[src/rtl/remap_decoder_if.sv]
// Requester-side handshake bundle for remap_decoder:
// address decode, transaction retire and remap configuration.
interface remap_decoder_if #(
  parameter int ADDR_WIDTH  = 32,
  parameter int N_INIT_PORT = 8,
  parameter int N_REGION    = 3,
  parameter int LOG_N_INIT  = 3
);
  logic                                 addr_valid_i;
  logic [ADDR_WIDTH-1:0]                addr_i;
  logic                                 addr_ready_o;
  logic                                 match_valid_o;
  logic [N_REGION-1:0][N_INIT_PORT-1:0] match_region_o;
  logic                                 txn_done_i;
  logic                                 cfg_req_i;
  logic [1:0]                           cfg_op_i;
  logic [LOG_N_INIT-1:0]                cfg_src_i;
  logic [LOG_N_INIT-1:0]                cfg_dst_i;
  logic                                 cfg_ack_o;
  logic                                 cfg_err_o;

  modport master (
    output addr_valid_i, addr_i, txn_done_i,
    output cfg_req_i, cfg_op_i, cfg_src_i, cfg_dst_i,
    input  addr_ready_o, match_valid_o, match_region_o,
    input  cfg_ack_o, cfg_err_o
  );

  modport slave (
    input  addr_valid_i, addr_i, txn_done_i,
    input  cfg_req_i, cfg_op_i, cfg_src_i, cfg_dst_i,
    output addr_ready_o, match_valid_o, match_region_o,
    output cfg_ack_o, cfg_err_o
  );
endinterface

[src/rtl/remap_decoder.sv]
// Region address decoder with a runtime port remap table.
// Remaps are applied only after outstanding traffic drains.
module remap_decoder #(
  parameter int ADDR_WIDTH    = 32,
  parameter int N_INIT_PORT   = 8,
  parameter int N_REGION      = 3,
  parameter int LOG_N_INIT    = 3,
  parameter int MAX_OUT       = 15,
  parameter int DRAIN_TIMEOUT = 256
) (
  input  logic clk,
  input  logic rst_n,
  input  logic [N_REGION-1:0][N_INIT_PORT-1:0][ADDR_WIDTH-1:0] START_ADDR_i,
  input  logic [N_REGION-1:0][N_INIT_PORT-1:0][ADDR_WIDTH-1:0] END_ADDR_i,
  input  logic [N_REGION-1:0][N_INIT_PORT-1:0] enable_region_i,
  remap_decoder_if.slave bus,
  output logic busy_o
);

  localparam int CW  = $clog2(MAX_OUT + 1);
  localparam int DTW = $clog2(DRAIN_TIMEOUT + 1);
  localparam int NIX = 1 << LOG_N_INIT;

  typedef enum logic [1:0] {
    IDLE,
    DRAIN,
    APPLY,
    ACK
  } state_e;

  state_e state_q, state_d;

  logic [N_INIT_PORT-1:0][LOG_N_INIT-1:0] map_q, map_d;
  logic [CW-1:0]  count_q, count_d;
  logic [DTW-1:0] drain_q, drain_d;
  logic [1:0]     op_q, op_d;
  logic [LOG_N_INIT-1:0] src_q, src_d;
  logic [LOG_N_INIT-1:0] dst_q, dst_d;
  logic err_q, err_d;
  logic match_valid_q, match_valid_d;
  logic [N_REGION-1:0][N_INIT_PORT-1:0] match_region_q, match_region_d;

  logic accept;
  logic retire;
  logic [NIX-1:0] idx_ok;

  assign bus.addr_ready_o   = (state_q == IDLE) && (count_q < CW'(MAX_OUT));
  assign accept             = bus.addr_valid_i && bus.addr_ready_o;
  assign retire             = bus.txn_done_i && (count_q != '0);
  assign bus.match_valid_o  = match_valid_q;
  assign bus.match_region_o = match_region_q;
  assign bus.cfg_ack_o      = (state_q == ACK);
  assign bus.cfg_err_o      = (state_q == ACK) && err_q;
  assign busy_o             = (state_q == DRAIN) || (state_q == APPLY);

  // Table of which encodable port indices actually exist.
  always_comb begin
    idx_ok = '0;
    for (int k = 0; k < NIX; k++) begin
      idx_ok[k] = (k < N_INIT_PORT);
    end
  end

  // Decode the address through the current remap; overlapping targets OR together.
  always_comb begin
    match_valid_d  = accept;
    match_region_d = '0;
    if (accept) begin
      for (int j = 0; j < N_REGION; j++) begin
        for (int i = 0; i < N_INIT_PORT; i++) begin
          if (enable_region_i[j][i] &&
              bus.addr_i >= START_ADDR_i[j][i] &&
              bus.addr_i <= END_ADDR_i[j][i]) begin
            match_region_d[j][map_q[i]] = 1'b1;
          end
        end
      end
    end
  end

  // Outstanding transaction counter; simultaneous accept and retire cancel.
  always_comb begin
    count_d = count_q;
    if (accept && !retire) begin
      count_d = count_q + CW'(1);
    end else if (!accept && retire) begin
      count_d = count_q - CW'(1);
    end
  end

  // Reconfiguration FSM: latch request, drain, apply remap, acknowledge.
  always_comb begin
    state_d = state_q;
    map_d   = map_q;
    drain_d = drain_q;
    op_d    = op_q;
    src_d   = src_q;
    dst_d   = dst_q;
    err_d   = err_q;
    unique case (state_q)
      IDLE: begin
        drain_d = '0;
        if (bus.cfg_req_i) begin
          op_d  = bus.cfg_op_i;
          src_d = bus.cfg_src_i;
          dst_d = bus.cfg_dst_i;
          if (bus.cfg_op_i == 2'b11 ||
              !idx_ok[bus.cfg_src_i] ||
              !idx_ok[bus.cfg_dst_i]) begin
            err_d   = 1'b1;
            state_d = ACK;
          end else begin
            err_d   = 1'b0;
            state_d = DRAIN;
          end
        end
      end
      DRAIN: begin
        if (count_q == '0 && !match_valid_q) begin
          state_d = APPLY;
        end else if (drain_q == DTW'(DRAIN_TIMEOUT - 1)) begin
          err_d   = 1'b1;
          state_d = ACK;
        end else begin
          drain_d = drain_q + DTW'(1);
        end
      end
      APPLY: begin
        unique case (op_q)
          2'b00: map_d[src_q] = dst_q;
          2'b01: begin
            map_d[src_q] = map_q[dst_q];
            map_d[dst_q] = map_q[src_q];
          end
          2'b10: begin
            for (int i = 0; i < N_INIT_PORT; i++) begin
              map_d[i] = LOG_N_INIT'(i);
            end
          end
          default: ;
        endcase
        state_d = ACK;
      end
      ACK: begin
        state_d = IDLE;
      end
      default: state_d = IDLE;
    endcase
  end

  // State registers; reset aborts any pending request silently.
  always_ff @(posedge clk or negedge rst_n) begin
    if (!rst_n) begin
      state_q        <= IDLE;
      for (int i = 0; i < N_INIT_PORT; i++) begin
        map_q[i] <= LOG_N_INIT'(i);
      end
      count_q        <= '0;
      drain_q        <= '0;
      op_q           <= '0;
      src_q          <= '0;
      dst_q          <= '0;
      err_q          <= 1'b0;
      match_valid_q  <= 1'b0;
      match_region_q <= '0;
    end else begin
      state_q        <= state_d;
      map_q          <= map_d;
      count_q        <= count_d;
      drain_q        <= drain_d;
      op_q           <= op_d;
      src_q          <= src_d;
      dst_q          <= dst_d;
      err_q          <= err_d;
      match_valid_q  <= match_valid_d;
      match_region_q <= match_region_d;
    end
  end

endmodule

[src/flat_wrapper.sv]
// flat-port wrapper written by rule: the top's interface ports become plain ports
module remap_decoder_flat 
#(
  parameter int ADDR_WIDTH    = 32,
  parameter int N_INIT_PORT   = 8,
  parameter int N_REGION      = 3,
  parameter int LOG_N_INIT    = 3,
  parameter int MAX_OUT       = 15,
  parameter int DRAIN_TIMEOUT = 256
)
  (clk, rst_n, START_ADDR_i, END_ADDR_i, enable_region_i, busy_o, bus_addr_valid_i, bus_addr_i, bus_txn_done_i, bus_cfg_req_i, bus_cfg_op_i, bus_cfg_src_i, bus_cfg_dst_i, bus_addr_ready_o, bus_match_valid_o, bus_match_region_o, bus_cfg_ack_o, bus_cfg_err_o);
  remap_decoder_if #(.ADDR_WIDTH(ADDR_WIDTH), .N_INIT_PORT(N_INIT_PORT), .N_REGION(N_REGION), .LOG_N_INIT(LOG_N_INIT)) bus_i ();
  input  logic clk;
  input  logic rst_n;
  input  logic [N_REGION-1:0][N_INIT_PORT-1:0][ADDR_WIDTH-1:0] START_ADDR_i;
  input  logic [N_REGION-1:0][N_INIT_PORT-1:0][ADDR_WIDTH-1:0] END_ADDR_i;
  input  logic [N_REGION-1:0][N_INIT_PORT-1:0] enable_region_i;
  output logic busy_o;
  input wire logic [$bits(bus_i.addr_valid_i)-1:0] bus_addr_valid_i;
  input wire logic [$bits(bus_i.addr_i)-1:0] bus_addr_i;
  input wire logic [$bits(bus_i.txn_done_i)-1:0] bus_txn_done_i;
  input wire logic [$bits(bus_i.cfg_req_i)-1:0] bus_cfg_req_i;
  input wire logic [$bits(bus_i.cfg_op_i)-1:0] bus_cfg_op_i;
  input wire logic [$bits(bus_i.cfg_src_i)-1:0] bus_cfg_src_i;
  input wire logic [$bits(bus_i.cfg_dst_i)-1:0] bus_cfg_dst_i;
  output wire logic [$bits(bus_i.addr_ready_o)-1:0] bus_addr_ready_o;
  output wire logic [$bits(bus_i.match_valid_o)-1:0] bus_match_valid_o;
  output wire logic [$bits(bus_i.match_region_o)-1:0] bus_match_region_o;
  output wire logic [$bits(bus_i.cfg_ack_o)-1:0] bus_cfg_ack_o;
  output wire logic [$bits(bus_i.cfg_err_o)-1:0] bus_cfg_err_o;
  assign bus_i.addr_valid_i = bus_addr_valid_i;
  assign bus_i.addr_i = bus_addr_i;
  assign bus_i.txn_done_i = bus_txn_done_i;
  assign bus_i.cfg_req_i = bus_cfg_req_i;
  assign bus_i.cfg_op_i = bus_cfg_op_i;
  assign bus_i.cfg_src_i = bus_cfg_src_i;
  assign bus_i.cfg_dst_i = bus_cfg_dst_i;
  assign bus_addr_ready_o = bus_i.addr_ready_o;
  assign bus_match_valid_o = bus_i.match_valid_o;
  assign bus_match_region_o = bus_i.match_region_o;
  assign bus_cfg_ack_o = bus_i.cfg_ack_o;
  assign bus_cfg_err_o = bus_i.cfg_err_o;
  remap_decoder #(.ADDR_WIDTH(ADDR_WIDTH), .N_INIT_PORT(N_INIT_PORT), .N_REGION(N_REGION), .LOG_N_INIT(LOG_N_INIT), .MAX_OUT(MAX_OUT), .DRAIN_TIMEOUT(DRAIN_TIMEOUT)) u_core (.clk(clk), .rst_n(rst_n), .START_ADDR_i(START_ADDR_i), .END_ADDR_i(END_ADDR_i), .enable_region_i(enable_region_i), .bus(bus_i), .busy_o(busy_o));
endmodule
[config.mk]
export PLATFORM = sky130hd
export DESIGN_NAME = remap_decoder_flat
export DESIGN_NICKNAME = d
export VERILOG_FILES = /design/src/rtl/remap_decoder_if.sv /design/src/rtl/remap_decoder.sv /design/src/flat_wrapper.sv
export SDC_FILE = /design/constraint.sdc
export NUM_CORES = 2
export LEC_CHECK = 0
export BUFFER_PORTS_ARGS = -buffer_cell sky130_fd_sc_hd__buf_2
export CAP_MARGIN = 15
export CORE_AREA = 3 3 639 641
export CTS_BUF_LIST = sky130_fd_sc_hd__clkbuf_4 sky130_fd_sc_hd__clkbuf_8
export DETAILED_ROUTE_END_ITERATION = 16
export DIE_AREA = 0 0 642 644
export GPL_TIMING_DRIVEN = 0
export PLACE_DENSITY = 0.33
export SYNTH_ARGS = -nofsm -noshare
export SYNTH_HDL_FRONTEND = slang
export SYNTH_SLANG_ARGS = --single-unit
[constraint.sdc]
create_clock -name clk -period 2.4 [get_ports clk]
set_input_delay 0.6 -clock clk [delete_from_list [all_inputs] [get_ports clk]]
set_output_delay 0.6 -clock clk [all_outputs]
set_load 0.005 [all_outputs]
==> flow_metrics.py <==
metrics = {
    "outcome": {
        "status": "finished, violations left",
        "violations": "setup timing",
    },
    "die": {
        "core.rowCount": 233,
        "core-area_sq_um": 403000,
        "die_x_um": 642,
        "start_util": 0.109,
        "die_h_um": 644,
        "pin_count": 1634,
        "fp.dieArea_sq_um": 413000,
    },
    "place": {
        "place_area_sq_um": 60700,
        "placed_cells": 13200,
        "port_buffers": 1632,
        "dpl.hpwl_um": 303000,
        "place_congestion": 0.869,
        "dp_slack_ns": -4.05,
    },
    "yosys": {
        "synthCells": 6070,
        "yosysMostFrequentCell": "ha_1",
        "synth_seq_area_share": 0.0418,
        "synthArstFlopShare": 1.00,
        "yosys.area.top_type_share": 0.439,
        "synth_area_sq_um": 44100,
        "synth-seq-cells": 73,
        "yosysUniqueCellTypes": 94,
        "synth_ff_type": "dfrtp_1",
        "yosysTopAreaCell": "ha_1",
        "syn_avg_cell_area_sq_um": 7.26,
        "synth_edf_count": 0,
        "synth-warning-count": 0,
        "syn_nets": 9224,
        "synth_area_leaders": "ha_1 (44%), inv_1 (13%), a21oi_1 (6.4%), a21o_1 (3.6%), dfrtp_1 (3.5%)",
        "netlist_top_cells_count": "ha_1 (1548), inv_1 (1520), a21oi_1 (561)",
    },
    "timing": {
        "relSlewSlack": 0.273,
        "rsz0062_at_grt": "yes",
        "hold_violations": 0,
        "finalCritPeriodShare": 1.67,
        "skew_ns": 0.0297,
        "setup_viol": 27,
        "max_freq_ghz": 0.250,
        "period_needed_ns": 4.00,
        "slew_viol_final": 0,
        "timing.final.ws_setup_ns": -1.60,
        "worst_pin_slew_ns": 1.08,
    },
    "routing": {
        "drt_wl_total_um": 408000,
        "drt_iter0_drc": 3911,
        "vias": 53700,
        "post-route-drc-count": 0,
        "drt-wirelength-per-cell_um": 30.0,
        "postRouteAntennaNets": 0,
        "avgViaCountPerCell": 3.95,
        "firstDrtPassIters": 6,
    },
    "power_and_ir_drop": {
        "power_density_nw_per_um2": 328,
        "vdd_drop_max_mv": 0.364,
        "leakagePower_uw": 0.0365,
        "power_uw": 21800,
    },
    "clock_tree": {
        "cts_tree": "done",
        "cts_buffer_depth": 2,
        "clock_latency_ns": 0.42,
        "root_buffer": "clkbuf_8",
        "htreeDepth": 3,
        "clk_pin_slew_worst_paths_ns": 0.11,
        "cts.sinks": 73,
        "cts_buffers": 9,
        "cts_hold_buf": 0,
    },
    "worst_hold_path": {
        "hold_path.class": "in2async",
    },
    "worst_setup_path": {
        "crit_arrival_ns": 4.30,
        "cp-end-kind": "flop",
        "required_ns": 2.70,
        "reg2reg_slack_ns": -0.21,
        "cp_max_fo": 8,
        "path_class": "in2reg",
        "path_common_cell": "buf_16",
        "crit_path_cell_trace": "buf_16, buf_16, buf_4, ha_1, nand4_1, nor3_1, nand2_1, nor2_2, a211oi_1, o21ai_1, o22ai_2, buf_8, o211a_1, a41oi_2",
        "slowest_delay_ns": 0.60,
        "critPathSlowestCell": "o21ai_1",
        "start_kind": "input port",
    },
    "grt": {
        "grt_pass1_wl_um": 495000,
        "antenna_found_initial": 256,
        "grt_max_degree": 63,
        "overflow": 0,
        "grt_use_total": 0.179,
        "grt_pass1_vias": 51700,
    },
    "finish": {
        "n_fill_cell": 46900,
        "finalNonFillerCells": 13600,
        "layout-drive-gt1-share": 0.275,
        "area_growth_pct": 50.7,
        "stdcell_area_sq_um": 66400,
        "nNetsFinal": 11100,
    },
    "flow_run": {
        "cap_violations": 0,
    },
}
timing repair:
action                                  4_1_cts  5_1_grt
cloned                                       28       14
endpoints found under the setup margin       51       53
setup buffers                               107       84
gates resized for setup                     234      149
pin swaps                                    57       60
layer usage:
metal | up-vias | GRT usage | part of all wire
met3 | 577 | 0.0229 | 0.054
met2 | 2237 | 0.317 | 0.48
met4 | 58 | 0.0601 | 0.043
met1 | 25300 | 0.222 | 0.42
met5 | - | 0 | 0.00095
li1 | 25500 | - | -
where the power goes:
group	switching (uW)	internal, uW	leakage, uW
sequential	503	1730	0.000908
clock	585	708	0.000122
combinational	11200	7060	0.0355
cells in the final DEF, fill, tap and decap left out, types with 137 or more instances in the layout:
master	n
diode_2	190
nor2_1	221
o21ai_0	175
buf_2	1603
nand2_1	346
ha_1	1532
a21o_1	213
a21oi_1	551
inv_1	1514
nand4_1	236
nand3_1	137
path summary, 6_finish.rpt:
kind | start | depth (start not counted) | end
worst max register to register | u_core.state_q[0] | 15 | u_core.count_q[3]
worst min-delay path | rst_n | 1 | u_core.count_q[3]
min in group clk | bus_cfg_dst_i[1] | 2 | u_core.dst_q[1]
max in group asynchronous | rst_n | 2 | async pin
worst min register to register | u_core.drain_q[8] | 2 | u_core.drain_q[8]
worst max-delay path | bus_addr_i[30] | 14 | u_core.bus.match_region_o[15]
critical path, delay by kind of cell:
family          cells  cell delay, ns
fa+ha+maj           1            0.30
buf+inv             4            0.65
compound gates      5            1.42
simple gates        4            1.27
area by class of cell:
| class | instances | area, sq um | area share |
|---|---|---|---|
| diodes | 190 | 475 | 0.00716 |
| clock buffers | 10 | 131 | 0.00198 |
| inverters | 1520 | 5730 | 0.0862 |
| multi-input cells | 4417 | 37800 | 0.569 |
| plain buffers | 50 | 275 | 0.00414 |
| repair buffers | 1920 | 13300 | 0.200 |
| flip-flops and latches | 73 | 1850 | 0.0278 |
| well taps | 5405 | 6760 | 0.102 |
| clock inverters | 6 | 115 | 0.00173 |
through the flow:
stage / hold WS, ns / utilization / setup TNS [ns]
3_5_place_dp: 0.467 / 0.151 / -93.64
4_1_cts: 0.00607 / 0.159 / -35.53
3_3_place_gp: 0.500 / 0.147 / -177.08
6_report: 0.00860 / 0.165 / -32.70
2_1_floorplan: 0.304 / - / -18.76
5_1_grt: 0.0121 / 0.165 / -34.39
cells by family (layout without fill, tap and decap cells):
| group | Yosys count | in the layout | share of synthesized area |
|---|---|---|---|
| xor+xnor | 10 | 10 | 0.00199 |
| flops | 73 | 73 | 0.0418 |
| mux | 9 | 9 | 0.00230 |
| simple gates | 1363 | 1363 | 0.162 |
| fa+ha+maj | 1549 | 1549 | 0.440 |
| other cells | 0 | 190 | 0 |
| compound gates | 1486 | 1486 | 0.216 |
| buf+inv | 1580 | 3506 | 0.136 |
Power figures use the tool's default switching activity.
